**config.mk**
```make
export PLATFORM = sky130hd
export DESIGN_NAME = fwd_hazard_unit
export DESIGN_NICKNAME = d
export VERILOG_FILES = /design/src/rtl/fwd_hazard_unit.sv
export SDC_FILE = /design/constraint.sdc
export NUM_CORES = 1
export LEC_CHECK = 0
export BUFFER_PORTS_ARGS = -buffer_cell sky130_fd_sc_hd__clkbuf_2
export CAP_MARGIN = 5
export CORE_ASPECT_RATIO = 0.8
export CORE_MARGIN = 4
export CORE_UTILIZATION = 40
export CTS_CLUSTER_SIZE = 20
export DETAILED_ROUTE_END_ITERATION = 7
export PLACE_DENSITY = 0.72
export SETUP_SLACK_MARGIN = 0.05
export SLEW_MARGIN = 20
export SYNTH_ARGS = -nofsm -noshare
export SYNTH_HDL_FRONTEND = slang
export SYNTH_SLANG_ARGS = --single-unit
export TNS_END_PERCENT = 20
```
**constraint.sdc**
```tcl
create_clock -name clk -period 2.32 [get_ports clk]
set_clock_uncertainty 0.1 [all_clocks]
set_input_delay 0.116 -clock clk [delete_from_list [all_inputs] [get_ports clk]]
set_output_delay 0.116 -clock clk [all_outputs]
set_load 0.1 [all_outputs]
```
**src/rtl/fwd_hazard_unit.sv**
```systemverilog
// fwd_hazard_unit
//   Tracks {rd index, write-enable, load flag} for DEPTH in-flight stages
//   behind decode (stage 0 = EX). It selects the youngest in-flight writer
//   as the forwarding source for rs/rt. It also detects load-use hazards
//   and injects the bubble into stage 0 itself.
//
//   Optional macro FWD_PERF_CNT_EN adds a saturating 16-bit counter of
//   hazard cycles (stall_cnt_o) with a synchronous clear (cnt_clr_i).
//
// Ports
//   clk       rising-edge clock
//   rst       asynchronous reset, active-low
//   rd_n_i    destination index of the instruction leaving decode
//   rd_we_i   that instruction writes the register file
//   rd_ld_i   that instruction is a load
//   stall_i   external decode hold; bubble into stage 0
//   flush_i   kill the instruction leaving decode; bubble into stage 0
//   rs_n_i    rs index in decode
//   rt_n_i    rt index in decode
//   fw_rs_o   rs source: 0 = register file, k = stage k-1 result
//   fw_rt_o   rt source, same encoding
//   hazard_o  load-use hazard, decode must hold this cycle
//   stg_we_o  per-stage effective write-enable (registered)
//   stall_cnt_o, cnt_clr_i  only with FWD_PERF_CNT_EN
module fwd_hazard_unit #(
    parameter int RN_W  = 5,
    parameter int DEPTH = 3,
    parameter int SEL_W = 3
) (
    input  logic             clk,
    input  logic             rst,
    input  logic [RN_W-1:0]  rd_n_i,
    input  logic             rd_we_i,
    input  logic             rd_ld_i,
    input  logic             stall_i,
    input  logic             flush_i,
    input  logic [RN_W-1:0]  rs_n_i,
    input  logic [RN_W-1:0]  rt_n_i,
`ifdef FWD_PERF_CNT_EN
    input  logic             cnt_clr_i,
    output logic [15:0]      stall_cnt_o,
`endif
    output logic [SEL_W-1:0] fw_rs_o,
    output logic [SEL_W-1:0] fw_rt_o,
    output logic             hazard_o,
    output logic [DEPTH-1:0] stg_we_o
);

    logic [RN_W-1:0]  rn_q [DEPTH];
    logic [DEPTH-1:0] we_q;
    logic [DEPTH-1:0] ld_q;

    logic bubble;

    assign bubble = stall_i | flush_i | hazard_o;

    // Stage 0 takes the decode instruction or a bubble; older stages always advance.
    always_ff @(posedge clk or negedge rst) begin
        if (!rst) begin
            for (int unsigned k = 0; k < DEPTH; k++) begin
                rn_q[k] <= '0;
            end
            we_q <= '0;
            ld_q <= '0;
        end else begin
            for (int unsigned k = 1; k < DEPTH; k++) begin
                rn_q[k] <= rn_q[k-1];
                we_q[k] <= we_q[k-1];
                ld_q[k] <= ld_q[k-1];
            end
            if (bubble) begin
                rn_q[0] <= '0;
                we_q[0] <= 1'b0;
                ld_q[0] <= 1'b0;
            end else begin
                rn_q[0] <= rd_n_i;
                // Writes to register 0 are kept in the pipe but never forward.
                we_q[0] <= rd_we_i & (rd_n_i != '0);
                ld_q[0] <= rd_ld_i;
            end
        end
    end

    // Youngest matching stage wins; a load in stage 0 has no result yet.
    function automatic logic [SEL_W-1:0] fwd_sel(input logic [RN_W-1:0] src);
        logic [SEL_W-1:0] sel;
        logic             found;
        sel   = '0;
        found = 1'b0;
        for (int unsigned k = 0; k < DEPTH; k++) begin
            if (!found && we_q[k] && (rn_q[k] == src) && (src != '0) &&
                !((k == 0) && ld_q[0])) begin
                sel   = SEL_W'(k + 1);
                found = 1'b1;
            end
        end
        return sel;
    endfunction

    always_comb begin
        fw_rs_o = fwd_sel(rs_n_i);
        fw_rt_o = fwd_sel(rt_n_i);
    end

    assign hazard_o = we_q[0] & ld_q[0] & (rn_q[0] != '0) &
                      ((rn_q[0] == rs_n_i) | (rn_q[0] == rt_n_i));

    assign stg_we_o = we_q;

`ifdef FWD_PERF_CNT_EN
    logic [15:0] stall_cnt_q;

    always_ff @(posedge clk or negedge rst) begin
        if (!rst) begin
            stall_cnt_q <= '0;
        end else if (cnt_clr_i) begin
            stall_cnt_q <= '0;
        end else if (hazard_o && (stall_cnt_q != '1)) begin
            stall_cnt_q <= stall_cnt_q + 16'd1;
        end
    end

    assign stall_cnt_o = stall_cnt_q;
`endif

endmodule

```
==> results.py, run 1 <==
metrics = {
    "finish": {
        "n_antenna_cell": 0,
        "fill_cells": 220,
        "fin_nets": 159,
        "final_cells": 173,
        "synthToLayoutAreaGrowth_pct": 36.95,
        "final_util": 0.5753,
        "final_layout_size_suffix_gt1_frac": 0.3650,
        "final_cell_area_um2": 1405,
    },
    "cts": {
        "cts_tree": "yes",
        "cts_buffers": 3,
        "clockBufferDepth": 2,
        "root_buffer": "clkbuf_4",
        "clk_pin_slew_ps": 100,
        "post_cts_buffers": 0,
        "cts.sinks": 19,
        "clkLatencyLatePin_ps": 300,
        "htreeDepth": 1,
    },
    "yosys": {
        "yosysWarnings": 0,
        "ys_ff_latch": 19,
        "yosysMostFrequentCell": "xnor2_1",
        "yosysTopAreaCellShare": 0.4634,
        "ys.flop_type": "dfrtp_1",
        "synthTopCellsByCount": "xnor2_1, dfrtp_1, xor2_1",
        "avgSynthCellArea_um2": 10.69,
        "syn_inst": 96,
        "ys_top_cells_by_area": "dfrtp_1, xnor2_1, xor2_1",
        "synthesis.area_um2": 1026,
        "yosysUniqueCellTypes": 21,
        "async_flop_share": 1.000,
        "yosysTopAreaCell": "dfrtp_1",
        "seq_area_frac_synth": 0.4634,
        "synth_edf_count": 0,
    },
    "route": {
        "drt-wirelength-per-cell_um": 14.31,
        "postRouteAntennaNets": 0,
        "drtPass1Iterations": 3,
        "routed_via_density": 4.896,
        "routed_wl_um": 2476,
        "vias": 847,
        "drtIter0Drc": 36,
        "drc": 0,
    },
    "timing": {
        "rsz0062_at_grt": "yes",
        "slew_headroom": 0.6415,
        "fmax_mhz": 458.7,
        "fin_tns_setup_ps": 0,
        "finalHoldViolCount": 0,
        "maxSlewViolCount": 0,
        "finalCritPeriodShare": 0.9396,
        "worst_pin_slew_ps": 540.0,
        "final.min_clock_period_ps": 2180,
        "finalSetupViolCount": 0,
    },
    "die": {
        "ios": 31,
        "core_um2": 2442,
        "dieWidth_um": 64.63,
        "dieArea_um2": 3445,
        "die_height_um": 53.30,
        "start_util": 0.4201,
        "rows": 16,
    },
    "pwr": {
        "p_per_area_nw_per_um2": 476.9,
        "p_leak_uw": 0.0006124,
        "total_power_uw": 670.1,
        "ir_drop_mv": 0.3273,
    },
    "global_routing": {
        "antenna_found_initial": 0,
        "first_global_vias": 928,
        "grt_first_pass_wirelength_um": 4126,
        "grt_use_total": 0.1613,
        "grt_max_degree": 20,
        "grt_remaining_overflow": 0,
    },
    "setup_path": {
        "cp_data_required_time_ps": 2100,
        "end_kind": "primary output",
        "critPathKind": "reg -> out",
        "crit_path_max_fanout": 4,
        "arrival_ps": 1960,
        "startpoint_type": "flip-flop",
    },
    "placed_design": {
        "io_buffers": 28,
        "dpl.cell_count": 161,
        "routabilityCongestion": 0.8152,
        "hpwlAfterDp_um": 1966,
        "dpl_cell_area_um2": 1277,
    },
    "job": {
        "drv_cap": 0,
    },
    "min_path": {
        "hold_class": "in -> reg",
    },
    "run_status": {
        "status": "completed",
    },
}
placed cells by master (no fill, tap or decap), drive strengths merged, types with 4 or more instances in the layout:
cell	netlist	layout
nor3	4	4
xnor2	20	20
nand4	4	4
xor2	10	10
buf	2	7
nor2	10	10
dlygate4sd3	0	8
clkbuf	0	26
nand2	8	8
dfrtp	19	19
or4	4	4
critical path, cell delays in order (launching register included):
cell     delay [ps]
dfrtp_1         440
xor2_1          180
nor3_2          200
nand3_2         180
o32a_2          420
buf_4           240
where the power goes:
| group | total, uW | internal (uW) | leakage, uW | switching [uW] |
|---|---|---|---|---|
| Combinational | 151 | 57.6 | 0.000342 | 93.4 |
| Sequential | 357 | 344 | 0.000253 | 13.2 |
| Clock | 162 | 64.3 | 0.0000177 | 97.7 |
sequential cells by signal (all words and copies together), names as in the netlist:
signal and flops:
ld_q 1, rn_q 15, stg_we_o 3
routing by layer:
layer	routed length [um]	global-route usage
met1	1049	0.1758
met2	1219	0.2997
met3	145	0.03185
met4	61	0.08421
met5	0	0
path summary, 6_finish.rpt:
| check | from | to | slack [ps] | depth (start not counted) |
|---|---|---|---|---|
| setup / recovery | rn_q[11]$_DFF_PN0_ | fw_rt_o[1] | 140 | 5 |
| hold / removal | flush_i | rn_q[12]$_DFF_PN0_ | 30 | 4 |
| setup reg to reg | rn_q[11]$_DFF_PN0_ | rn_q[11]$_DFF_PN0_ | 680 | 4 |
| hold reg to reg | stg_we_o[0]$_DFF_PN0_ | stg_we_o[1]$_DFF_PN0_ | 330 | 0 |
| max in group asynchronous | rst | stg_we_o[0]$_DFF_PN0_ | 1600 | 2 |
| min in group asynchronous | rst | rn_q[5]$_DFF_PN0_ | 190 | 2 |
area by class of cell:
type,instances,area (um^2),area share
tap,36,45.04,0.03206
clock inverter,1,5.005,0.003562
multi-input combinational,76,606.8,0.4319
sequential,19,478.0,0.3402
timing repair buffer,38,247.7,0.1763
clock buffer,3,22.52,0.01603
timing repair:
item	4_1_cts	5_1_grt
resized for setup	2	2
hold buffers	8	0
hold endpoints to repair	26	0
endpoints found under the setup margin	4	5
pin swaps	0	3
through the flow:
step                      worst slack [ps]  hold slack [ps]
final                                140.1            27.76
after global routing                 38.83            56.41
after CTS                            32.40            10.60
after detailed placement             334.5           -15.11
after global placement               367.6           -21.50
after floorplan                      7.355           -279.6
kinds of logic (layout without fill, tap and decap cells):
family	count (synthesis)	count (layout)	synth area share
other cells	1	2	0.003655
simple gates	37	37	0.2024
buf+inv	2	42	0.01463
compound gates	7	7	0.05976
xor+xnor	30	30	0.2561
flops	19	19	0.4634
No activity file was read; power rests on OpenSTA's default activity.
==> run 2: changes to the inputs <==
--- a/config.mk
+++ b/config.mk
@@ -5,7 +5,7 @@
 export SDC_FILE = /design/constraint.sdc
 export NUM_CORES = 1
 export LEC_CHECK = 0
-export BUFFER_PORTS_ARGS = -buffer_cell sky130_fd_sc_hd__clkbuf_2
+export BUFFER_PORTS_ARGS = -buffer_cell sky130_fd_sc_hd__buf_4
 export CAP_MARGIN = 5
 export CORE_ASPECT_RATIO = 0.8
 export CORE_MARGIN = 4
==> results.py, run 2 (same netlist as run 1, synthesis figures left out) <==
metrics = {
    "cts": {
        "root_buffer": "clkbuf_4",
        "cts_buffers": 3,
        "clk_pin_slew_ps": 110,
        "clockBufferDepth": 2,
        "htreeDepth": 1,
        "clkLatencyLatePin_ps": 290,
        "cts.sinks": 19,
        "cts_tree": "yes",
    },
    "finish": {
        "regMostFlops": "rn_q",
        "n_antenna_cell": 0,
        "layout_commonest_cell": "buf_4",
        "final_layout_size_suffix_gt1_frac": 0.3504,
        "largest_reg_flops": 15,
        "fin_nets": 159,
        "final_cell_mix": "buf_4, xnor2_1, dfrtp_1",
        "synthToLayoutAreaGrowth_pct": 42.68,
        "final_cells": 173,
        "fill_cells": 215,
    },
    "route": {
        "drtIter0Drc": 12,
        "drtPass1Iterations": 4,
        "drt-wirelength-per-cell_um": 14.74,
        "vias": 849,
        "routed_via_density": 4.908,
        "postRouteAntennaNets": 0,
        "routed_wl_um": 2550,
        "drc": 0,
    },
    "die": {
        "ios": 31,
        "start_util": 0.4201,
        "dieWidth_um": 64.63,
        "core_um2": 2442,
        "rows": 16,
        "dieArea_um2": 3445,
        "die_height_um": 53.30,
    },
    "placed_design": {
        "dpl.cell_count": 161,
        "dp_slack_ps": 336.2,
        "routabilityCongestion": 0.8026,
        "io_buffers": 28,
        "hpwlAfterDp_um": 2053,
    },
    "setup_path": {
        "cp_data_required_time_ps": 2100,
        "startpoint_type": "flip-flop",
        "crit_path_max_fanout": 4,
        "r2r_cells": 4,
        "ff2ff_setup_slack_ps": 690,
        "end_kind": "primary output",
        "r2r-start": "rn_q[11]$_DFF_PN0_",
        "reg2reg_to": "rn_q[12]$_DFF_PN0_",
        "arrival_ps": 1960,
        "critPathKind": "reg -> out",
    },
    "global_routing": {
        "grt_max_degree": 20,
        "antenna_found_initial": 0,
        "grt_use_total": 0.1591,
        "first_global_vias": 912,
        "grt_remaining_overflow": 0,
        "grt_first_pass_wirelength_um": 4146,
    },
    "timing": {
        "finalHoldViolCount": 0,
        "whs_ps": 22.59,
        "setup_ws_ps": 146.7,
        "finalSetupViolCount": 0,
        "fin_tns_setup_ps": 0,
        "finalCritPeriodShare": 0.9368,
        "fmax_mhz": 460.1,
        "rsz0062_at_grt": "yes",
        "maxSlewViolCount": 0,
        "final.min_clock_period_ps": 2173,
    },
    "pwr": {
        "p_per_area_nw_per_um2": 466.6,
        "ir_drop_mv": 0.2105,
        "p_leak_uw": 0.0006255,
    },
    "run_status": {
        "status": "completed",
    },
    "job": {
        "drv_cap": 0,
    },
    "min_path": {
        "hp-start": "stall_i",
        "hold_class": "in -> reg",
        "whs_path_depth": 4,
        "worstHoldEndpoint": "ld_q[0]$_DFF_PN0_",
    },
}
run 2: final cells by class:
class / instances / area, um^2 / share of cell area
repair buffers: 38 / 312.8 / 0.2137
flip-flops and latches: 19 / 478.0 / 0.3265
multi-input cells: 76 / 601.8 / 0.4111
clock buffers: 4 / 26.28 / 0.01795
well taps: 36 / 45.04 / 0.03077
run 2: worst max-delay path by stage:
| stage | startpoint | end | slack, ps | depth (start not counted) |
|---|---|---|---|---|
| after global placement | rn_q[11]$_DFF_PN0_ | fw_rs_o[1] | 430 | 5 |
| after global routing | rn_q[12]$_DFF_PN0_ | fw_rs_o[1] | 30 | 5 |
| final | rn_q[11]$_DFF_PN0_ | fw_rs_o[1] | 150 | 5 |
| after detailed placement | rn_q[11]$_DFF_PN0_ | fw_rt_o[1] | 340 | 5 |
| after floorplan | stg_we_o[1]$_DFF_PN0_ | fw_rs_o[1] | 7 | 3 |
| after CTS | rn_q[11]$_DFF_PN0_ | fw_rt_o[1] | 70 | 5 |
run 2: stage by stage:
stage	cell area, um^2	util	power [uW]
after floorplan	1080	-	451.3
after global placement	1335	0.5466	508.5
after detailed placement	1335	0.5466	514.0
after CTS	1446	0.5922	682.4
after global routing	1464	0.5994	717.7
final	1464	0.5994	683.0
run 2: power breakdown:
| part | leakage (uW) | internal (uW) | switching, uW |
|---|---|---|---|
| logic | 0.000358 | 68.9 | 93.4 |
| registers | 0.000253 | 344 | 13.6 |
| clock network | 0.0000150 | 66.7 | 96.5 |
run 2: repair_timing:
action                     in CTS  in global routing
hold buffers                    8                  0
resized for setup               1                  4
hold endpoints to repair       26                  0
pin swaps                       0                  1
setup buffers                   0                  0
setup endpoints to repair       3                  5
run 2: critical path, stage by stage, from the launching register on:
cell and delay (ps):
dfrtp_1 430, xor2_1 150, nor3_1 240, nand3_2 190
o32a_2 420, buf_4 230
run 2: layer usage:
metal	GRT usage	vias to the layer above	part of all wire	routed length, um
met5	0	-	0	0
met4	0.03158	0	0.0043	11
met3	0.02548	2	0.047	120
met2	0.3099	24	0.51	1301
met1	0.1854	408	0.44	1115
li1	-	415	-	-
